$ cat src/rtl/pc_fetch_unit_pkg.sv
// Shared widths, reset values and decoder opcode encodings for the PIC16C5x fetch stage.
package pc_fetch_unit_pkg;

  localparam int unsigned INST_WIDTH = 12;
  localparam int unsigned PC_WIDTH   = 9;
  localparam int unsigned ALU_WIDTH  = 8;
  localparam int unsigned DEPTH_W    = 2;

  localparam logic [PC_WIDTH-1:0]   RESET_VECTOR = 9'h1FF;
  localparam logic [INST_WIDTH-1:0] NOP_INST     = 12'h000;

  // Opcode match patterns the decoder uses to raise goto/call/retlw enables.
  localparam logic [INST_WIDTH-1:0] OP_GOTO_MASK  = 12'hE00;
  localparam logic [INST_WIDTH-1:0] OP_GOTO       = 12'hA00;
  localparam logic [INST_WIDTH-1:0] OP_CALL_MASK  = 12'hF00;
  localparam logic [INST_WIDTH-1:0] OP_CALL       = 12'h900;
  localparam logic [INST_WIDTH-1:0] OP_RETLW_MASK = 12'hF00;
  localparam logic [INST_WIDTH-1:0] OP_RETLW      = 12'h800;

  typedef enum logic [2:0] {
    NPC_INC   = 3'd0,
    NPC_SKIP  = 3'd1,
    NPC_PCL   = 3'd2,
    NPC_GOTO  = 3'd3,
    NPC_CALL  = 3'd4,
    NPC_RET   = 3'd5
  } npc_sel_e;

endpackage

$ cat src/rtl/pc_fetch_unit_if.sv
// Fetch-stage bundle: program memory data, decoder redirects, and fetch outputs.
interface pc_fetch_unit_if;
  import pc_fetch_unit_pkg::*;

  logic                  hold;
  logic [INST_WIDTH-1:0] inst;
  logic                  goto_en;
  logic                  call_en;
  logic                  ret_en;
  logic                  pcl_wr_en;
  logic                  skip_en;
  logic [PC_WIDTH-1:0]   jump_addr;
  logic [ALU_WIDTH-1:0]  alu_out;
  logic [PC_WIDTH-1:0]   pc;
  logic [INST_WIDTH-1:0] ir;
  logic                  stack_overflow;

  modport master (
    output hold, inst, goto_en, call_en, ret_en, pcl_wr_en, skip_en, jump_addr, alu_out,
    input  pc, ir, stack_overflow
  );

  modport slave (
    input  hold, inst, goto_en, call_en, ret_en, pcl_wr_en, skip_en, jump_addr, alu_out,
    output pc, ir, stack_overflow
  );
endinterface

$ cat src/rtl/pc_fetch_unit_stack2.sv
// Two-level hardware return stack with depth tracking and sticky overflow flag.
module pc_stack2
  import pc_fetch_unit_pkg::*;
(
  input  logic                clk,
  input  logic                rst_n,
  input  logic                en,
  input  logic                push,
  input  logic                pop,
  input  logic [PC_WIDTH-1:0] push_data,
  output logic [PC_WIDTH-1:0] top,
  output logic                overflow
);

  logic [PC_WIDTH-1:0] stack1;
  logic [PC_WIDTH-1:0] stack2;
  logic [DEPTH_W-1:0]  depth;

  // Pop wins over push; stack2 is retained on pop so a shallow return repeats it.
  always_ff @(posedge clk) begin
    if (!rst_n) begin
      stack1   <= '0;
      stack2   <= '0;
      depth    <= '0;
      overflow <= 1'b0;
    end else if (en) begin
      if (pop) begin
        stack1 <= stack2;
        if (depth != '0) depth <= depth - DEPTH_W'(1);
      end else if (push) begin
        stack2 <= stack1;
        stack1 <= push_data;
        if (depth == DEPTH_W'(2)) overflow <= 1'b1;
        else                      depth    <= depth + DEPTH_W'(1);
      end
    end
  end

  assign top = stack1;

endmodule

$ cat src/rtl/pc_fetch_unit.sv
// Fetch stage: program counter, next-PC redirect mux, instruction register and return stack.
module pc_fetch_unit
  import pc_fetch_unit_pkg::*;
(
  input  logic           clk,
  input  logic           rst_n,
  pc_fetch_unit_if.slave bus
);

  logic [PC_WIDTH-1:0]   pc_q;
  logic [PC_WIDTH-1:0]   pc_d;
  logic [PC_WIDTH-1:0]   pc_inc;
  logic [INST_WIDTH-1:0] ir_q;
  logic [INST_WIDTH-1:0] ir_d;
  logic [PC_WIDTH-1:0]   stack_top;
  logic                  overflow;
  npc_sel_e              sel;

  assign pc_inc = pc_q + PC_WIDTH'(1);

  // Redirect priority: return, call, goto, PCL write, skip, sequential.
  always_comb begin
    sel = NPC_INC;
    if      (bus.ret_en)    sel = NPC_RET;
    else if (bus.call_en)   sel = NPC_CALL;
    else if (bus.goto_en)   sel = NPC_GOTO;
    else if (bus.pcl_wr_en) sel = NPC_PCL;
    else if (bus.skip_en)   sel = NPC_SKIP;
  end

  // Any non-sequential select squashes the already-fetched word.
  always_comb begin
    pc_d = pc_inc;
    ir_d = NOP_INST;
    unique case (sel)
      NPC_RET:  pc_d = stack_top;
      NPC_CALL: pc_d = {1'b0, bus.jump_addr[7:0]};
      NPC_GOTO: pc_d = bus.jump_addr;
      NPC_PCL:  pc_d = {1'b0, bus.alu_out};
      NPC_SKIP: pc_d = pc_inc;
      default: begin
        pc_d = pc_inc;
        ir_d = bus.inst;
      end
    endcase
  end

  always_ff @(posedge clk) begin
    if (!rst_n) begin
      pc_q <= RESET_VECTOR;
      ir_q <= NOP_INST;
    end else if (!bus.hold) begin
      pc_q <= pc_d;
      ir_q <= ir_d;
    end
  end

  pc_stack2 u_stack (
    .clk       (clk),
    .rst_n     (rst_n),
    .en        (!bus.hold),
    .push      (sel == NPC_CALL),
    .pop       (sel == NPC_RET),
    .push_data (pc_q),
    .top       (stack_top),
    .overflow  (overflow)
  );

  assign bus.pc             = pc_q;
  assign bus.ir             = ir_q;
  assign bus.stack_overflow = overflow;

endmodule
$ cat src/flat_wrapper.sv
// flat-port wrapper written by rule: the top's interface ports become plain ports
module pc_fetch_unit_flat import pc_fetch_unit_pkg::*;
  (clk, rst_n, bus_hold, bus_inst, bus_goto_en, bus_call_en, bus_ret_en, bus_pcl_wr_en, bus_skip_en, bus_jump_addr, bus_alu_out, bus_pc, bus_ir, bus_stack_overflow);
  pc_fetch_unit_if bus_i ();
  input  logic clk;
  input  logic rst_n;
  input wire logic [$bits(bus_i.hold)-1:0] bus_hold;
  input wire logic [$bits(bus_i.inst)-1:0] bus_inst;
  input wire logic [$bits(bus_i.goto_en)-1:0] bus_goto_en;
  input wire logic [$bits(bus_i.call_en)-1:0] bus_call_en;
  input wire logic [$bits(bus_i.ret_en)-1:0] bus_ret_en;
  input wire logic [$bits(bus_i.pcl_wr_en)-1:0] bus_pcl_wr_en;
  input wire logic [$bits(bus_i.skip_en)-1:0] bus_skip_en;
  input wire logic [$bits(bus_i.jump_addr)-1:0] bus_jump_addr;
  input wire logic [$bits(bus_i.alu_out)-1:0] bus_alu_out;
  output wire logic [$bits(bus_i.pc)-1:0] bus_pc;
  output wire logic [$bits(bus_i.ir)-1:0] bus_ir;
  output wire logic [$bits(bus_i.stack_overflow)-1:0] bus_stack_overflow;
  assign bus_i.hold = bus_hold;
  assign bus_i.inst = bus_inst;
  assign bus_i.goto_en = bus_goto_en;
  assign bus_i.call_en = bus_call_en;
  assign bus_i.ret_en = bus_ret_en;
  assign bus_i.pcl_wr_en = bus_pcl_wr_en;
  assign bus_i.skip_en = bus_skip_en;
  assign bus_i.jump_addr = bus_jump_addr;
  assign bus_i.alu_out = bus_alu_out;
  assign bus_pc = bus_i.pc;
  assign bus_ir = bus_i.ir;
  assign bus_stack_overflow = bus_i.stack_overflow;
  pc_fetch_unit u_core (.clk(clk), .rst_n(rst_n), .bus(bus_i));
endmodule
$ cat config.mk
export PLATFORM = sky130hd
export DESIGN_NAME = pc_fetch_unit_flat
export DESIGN_NICKNAME = d
export VERILOG_FILES = /design/src/rtl/pc_fetch_unit_pkg.sv /design/src/rtl/pc_fetch_unit_if.sv /design/src/rtl/pc_fetch_unit_stack2.sv /design/src/rtl/pc_fetch_unit.sv /design/src/flat_wrapper.sv
export SDC_FILE = /design/constraint.sdc
export NUM_CORES = 1
export LEC_CHECK = 0
export BUFFER_PORTS_ARGS = -buffer_cell sky130_fd_sc_hd__buf_2
export CAP_MARGIN = 20
export CORE_MARGIN = 8
export CORE_UTILIZATION = 30
export DETAILED_ROUTE_END_ITERATION = 10
export GPL_TIMING_DRIVEN = 0
export PLACE_DENSITY = 0.51
export SLEW_MARGIN = 10
export SYNTH_ARGS = -nofsm -noshare
export SYNTH_HDL_FRONTEND = slang
export SYNTH_SLANG_ARGS = --single-unit
$ cat constraint.sdc
create_clock -name clk -period 2.08 [get_ports clk]
set_clock_uncertainty 0.05 [all_clocks]
set_input_delay 0.208 -clock clk [delete_from_list [all_inputs] [get_ports clk]]
set_output_delay 0.208 -clock clk [all_outputs]
set_load 0.02 [all_outputs]
# Yosys cells after proc, flatten, opt, wreduce, memory -nomap -nowiden
# Index checks and enable logic that the tools add are counted.
# W data, S select, Z words.
# totals
regBits	42
elab_cells	39
out_inout_bits	22
inputBits	37
# classes
n_mux	13
add_sub_neg	3
n_reduce_logical	7
n_eq_ne	8
n_bitwise	2
# op_table
op	count
$pmux W9 S4	1
$mux W9	2
$mux W12	1
$mux W3	4
$add A9 B1 Y9 const B	1
$mux W2	4
$reduce_and A4 Y1	2
$eq A3 B2 Y1 const B	2
$eq A3 B3 Y1 const B	2
$reduce_or A5 Y1	1
$reduce_bool A2 Y1	2
$eq A3 B1 Y1 const B	1
$reduce_and A3 Y1	1
$add A2 B1 Y2 const B	1
$eq A2 B2 Y1 const B	1
$ne A2 B1 Y1 const B	1
$ne A2 B2 Y1 const B	1
$not A1 Y1	2
$reduce_and A2 Y1	1
$sub A2 B1 Y2 const B	1
$mux W1	1

# Longest topological paths before layout
# depth
depth_word	8
mapped_depth	7
ltp_nobuf	5

# Modules after synthesis
# Synthesis repeated with hierarchy kept, for this count alone.
# unflattened
hier_cells	230
hier_area_um2	2182.1
# by_module_without_submodules
module	area_each_um2	instances	cells_per_inst
pc_fetch_unit	1286.2	1	143
pc_stack2	895.9	1	87

# Worst setup path after synthesis
# Ideal clock, no wire load.
# synth_timing
path_kind	register -> register
startpoint	register u_core.pc_q[0] (netlist: u_core.bus.pc[0])
endpoint	register u_core.pc_q[8] (netlist: u_core.bus.pc[8])
arrival_time_ns	1.590
setup_time_ns	0.136
path_buffers	0
slack_ns	0.304
path_stages_with_launch	6
path_cell_list	dfxtp_1 ha_1 nand3_1 or4_1 a21oi_1 o21ai_0
# synth_via
elab_chain_len	2
# synth_rtl
item	line	source
start, declared	pc_fetch_unit.sv:10	logic [PC_WIDTH-1:0] pc_q;
start signal, assigned	pc_fetch_unit.sv:53	pc_q <= pc_d;
$add A9 B1 Y9	pc_fetch_unit.sv:19	assign pc_inc = pc_q + PC_WIDTH'(1);
$pmux W9 S4	pc_fetch_unit.sv:35	unique case (sel)
# Every way passes these cells.
# A chain may end at the register's enable or synchronous reset.

# Worst setup path after layout
# layout_timing
startpoint	register u_core.pc_q[1] (netlist: u_core.bus.pc[1])
endpoint	register u_core.pc_q[8] (netlist: u_core.bus.pc[8])
# Same word-level chain as after synthesis.

==> run metrics <==
DRC Markers=0; synth top area cells=dfxtp_1 (41%), mux2i_1 (8.3%), nor2b_1 (7.6%); DRT iter0 DRCs=104; relative slew slack=a little under half; # nets final=~330; share of cells above drive strength 1=between 20% and 30%; Post-Syn Area=about 0.0021 sq mm; port buffer count=56; Synth Area in Simple Gates=approximately a fifth; Antenna Nets Post-Route=0; Max Fclk=between 500 and 600 MHz; delay-heaviest family, CP=simple AND/OR/NAND/NOR gates; syn_area_per_cell=8.98 sq um; area of the core=between 0.006 and 0.007 sq mm; largest family of logic cells by synthesized area=compound AO/OA/AOI/OAI gates; crit end category=flop; total power=between 1.5 and 2 mW; sequential fraction of the synthesis area=around 40%; sequential power share=48.5%; fin crit share=between 90% and 100%; met2 wire len=about 2900 um; final max-slew violation count=0; grt ovf=0; xor/xnor share of the synthesized area=less than 1%; CTS tree=yes; Final Hold Fails=0; total CTS buffers=5; GR Util All Layers=about an eighth; Post-CTS Hold Buffers=0; crit start category=flop; FFs w/ async S/R, synth=0%; cell with the most instances after synthesis=dfxtp_1; Die Footprint=between 0.009 and 0.01 sq mm; DIE WIDTH=approximately 100 um; largest area contributor in the netlist=dfxtp_1; Top FF cell, synth=dfxtp_1; first-pass GRT wire length=about 10000 um; Reg clk slew, reported paths=about 0.08 ns; worst-path cell chain=ha_1 -> nand3_1 -> or4_1 -> a21oi_1 -> o21ai_0; clk sinks=42; WL met1=just under 3000 um; Switching Fraction=27.2%; vias in the first global route=1931; # Max-Cap Violations=0; Pint=roughly 1.3 mW; DP Wirelength=roughly 4600 um; # Post-CTS Setup Buffers=0; combinational share of power=~16%; most frequent cells after synthesis=dfxtp_1 (42), nor2b_1 (25), nand2_1 (20); via count=1953; root buffer cell=clkbuf_8; sw power=roughly 490 uW; gpl congestion=roughly 0.74; Cell variety after synth=44; # setup viols final=0; unrepaired setup endpoints after global routing=no; Crit path buffers/inverters=0; Worst Path Max Fanout=6; Starting Density=between 30% and 40%; Die Y=a little under 100 um; depth of the CTS H-tree=2; number of inserted diodes=0; Data arrival, critical path=a little under 2 ns; syn_nets=267; placed cell areas=approximately 0.0024 sq mm; drt first pass iters=4; Yosys top cell area share=between 40% and 50%; via/cell ratio=approximately 5.2; clock tree buffer depth=2; fillers=about 700; Yosys reg bits=42; Clock Power Share=35.8%; fin crit period=1.88 ns; PwrDens=between 700 and 800 mW/mm^2; drt total wl=6250 um; compound-gate portion of the synthesized area=25.7%; cts repair resizes=0; mux contribution to synthesized area=8.83%; initial antenna violation count=0; critical path's slowest cell=or4_1; Rows=30; area grow syn2layout=24.2%; Worst Hold Class=input pin to flop; WP data required=around 2.2 ns; Max VDD drop=between 0.0002 and 0.0003 V; design area=~0.0026 sq mm; Mapped Cells=approximately 230; WL met3=~370 um; Avg WL per Cell=around 17 um; outcome=complete, no violations; actual slew at the worst max-slew pin=between 0.8 and 0.9 ns; largest net degree at the start of global routing=13; Post-Synth Adder-Cell Area=less than 1%; EDFF count, synth=0; I/O pins=59; Yosys warning count=0; static leakage=between 1 and 1.5 nW; Max stage delay on crit path=approximately 0.55 ns; critical path type=flop to flop; Top Layer Used=met4; worst-skew pair later-pin latency=around 0.29 ns
-- sequential cells by signal, summed over array words and instances (netlist names) --
register and flops:
u_core.bus.ir 12, u_core.bus.pc 9, u_core.u_stack.depth 2, u_core.u_stack.overflow 1, u_core.u_stack.stack2 9, u_core.u_stack.top 9
-- per-stage QoR --
stage	hold slack (ns)	worst slack, ns	setup TNS [ns]	utilization, %	std cells
3_3_place_gp	0.414	-0.0355	-0.0685	36.3	365
6_report	0.112	0.196	0	38.0	374
5_1_grt	0.128	0.0197	0	38.0	374
4_1_cts	0.107	0.204	0	37.9	373
2_1_floorplan	0.310	0.304	0	-	229
3_5_place_dp	0.422	-0.0174	-0.0306	36.4	365
-- kinds of logic (layout without fill, tap and decap cells) --
logic type,after synthesis,count (layout)
flip-flops,42,42
XOR/XNOR,2,2
AO/OA/AOI/OAI,73,73
buffers and inverters,23,88
multiplexers,18,18
AND/OR/NAND/NOR,70,70
adder cells (fa/ha/maj),1,1
-- final timing paths --
| kind | start | end | slack, ns | depth (start not counted) |
|---|---|---|---|---|
| hold reg to reg | u_core.u_stack.overflow$_SDFFE_PN0P_ | u_core.u_stack.overflow$_SDFFE_PN0P_ | 0.46 | 2 |
| hold / removal | bus_alu_out[4] | u_core.bus.pc[4]$_SDFFE_PN1N_ | 0.11 | 3 |
| setup reg to reg | u_core.bus.pc[1]$_SDFFE_PN1N_ | u_core.bus.pc[8]$_SDFFE_PN1N_ | 0.20 | 5 |
| setup / recovery | u_core.bus.pc[1]$_SDFFE_PN1N_ | u_core.bus.pc[8]$_SDFFE_PN1N_ | 0.20 | 5 |
-- layout by cell type, fill, tap and decap left out, types with 2 or more instances in the layout --
cell | Yosys | final
a211oi_1 | 2 | 2
a21oi_1 | 8 | 8
a221oi_1 | 3 | 3
a22oi_1 | 13 | 13
a31oi_1 | 3 | 3
and2_1 | 2 | 2
buf_1 | 2 | 2
buf_2 | 4 | 60
clkbuf_1 | 12 | 14
clkbuf_8 | 0 | 5
dfxtp_1 | 42 | 42
inv_1 | 5 | 5
mux2i_1 | 17 | 17
nand2_1 | 20 | 20
nand2b_1 | 4 | 4
nand3_1 | 5 | 5
nor2_1 | 4 | 4
nor2b_1 | 25 | 25
nor4_1 | 2 | 2
o2111a_1 | 2 | 2
o211a_1 | 9 | 9
o211ai_1 | 3 | 3
o21a_1 | 2 | 2
o21ai_0 | 16 | 16
o21ba_2 | 2 | 2
or4_1 | 3 | 3
-- area by class of cell --
cell class | instances | area, sq um | share of cell area [%]
Clock buffer | 7 | 76.3 | 2.99
Timing Repair Buffer | 57 | 285 | 11.2
Sequential cell | 42 | 841 | 32.9
Clock inverter | 1 | 30.0 | 1.18
Inverter | 5 | 18.8 | 0.735
Buffer | 18 | 72.6 | 2.84
Multi-Input combinational cell | 164 | 1130 | 44.2
Tap cell | 80 | 100 | 3.92
-- worst reg2reg max path, stage by stage (launching register included) --
cell and delay, ns:
dfxtp_1 0.46, ha_1 0.27, nand3_1 0.21, or4_1 0.55
a21oi_1 0.13, o21ai_0 0.09
-- metal layers --
metal  track usage [%]  up-vias
met5                 0        -
met1              16.8      917
met3              3.10        4
met2              20.5       59
met4              4.84        0
li1                  -      973
-- power groups by stage --
| stage | clock [mW] | combinational (mW) | sequential, mW |
|---|---|---|---|
| after floorplan | 0 | 0.162 | 0.906 |
| after global placement | 0 | 0.282 | 0.897 |
| after detailed placement | 0 | 0.286 | 0.897 |
| after CTS | 0.669 | 0.287 | 0.879 |
| after global routing | 0.690 | 0.318 | 0.885 |
| final | 0.649 | 0.285 | 0.879 |
Note: power is estimated with default switching activity, not from simulation.
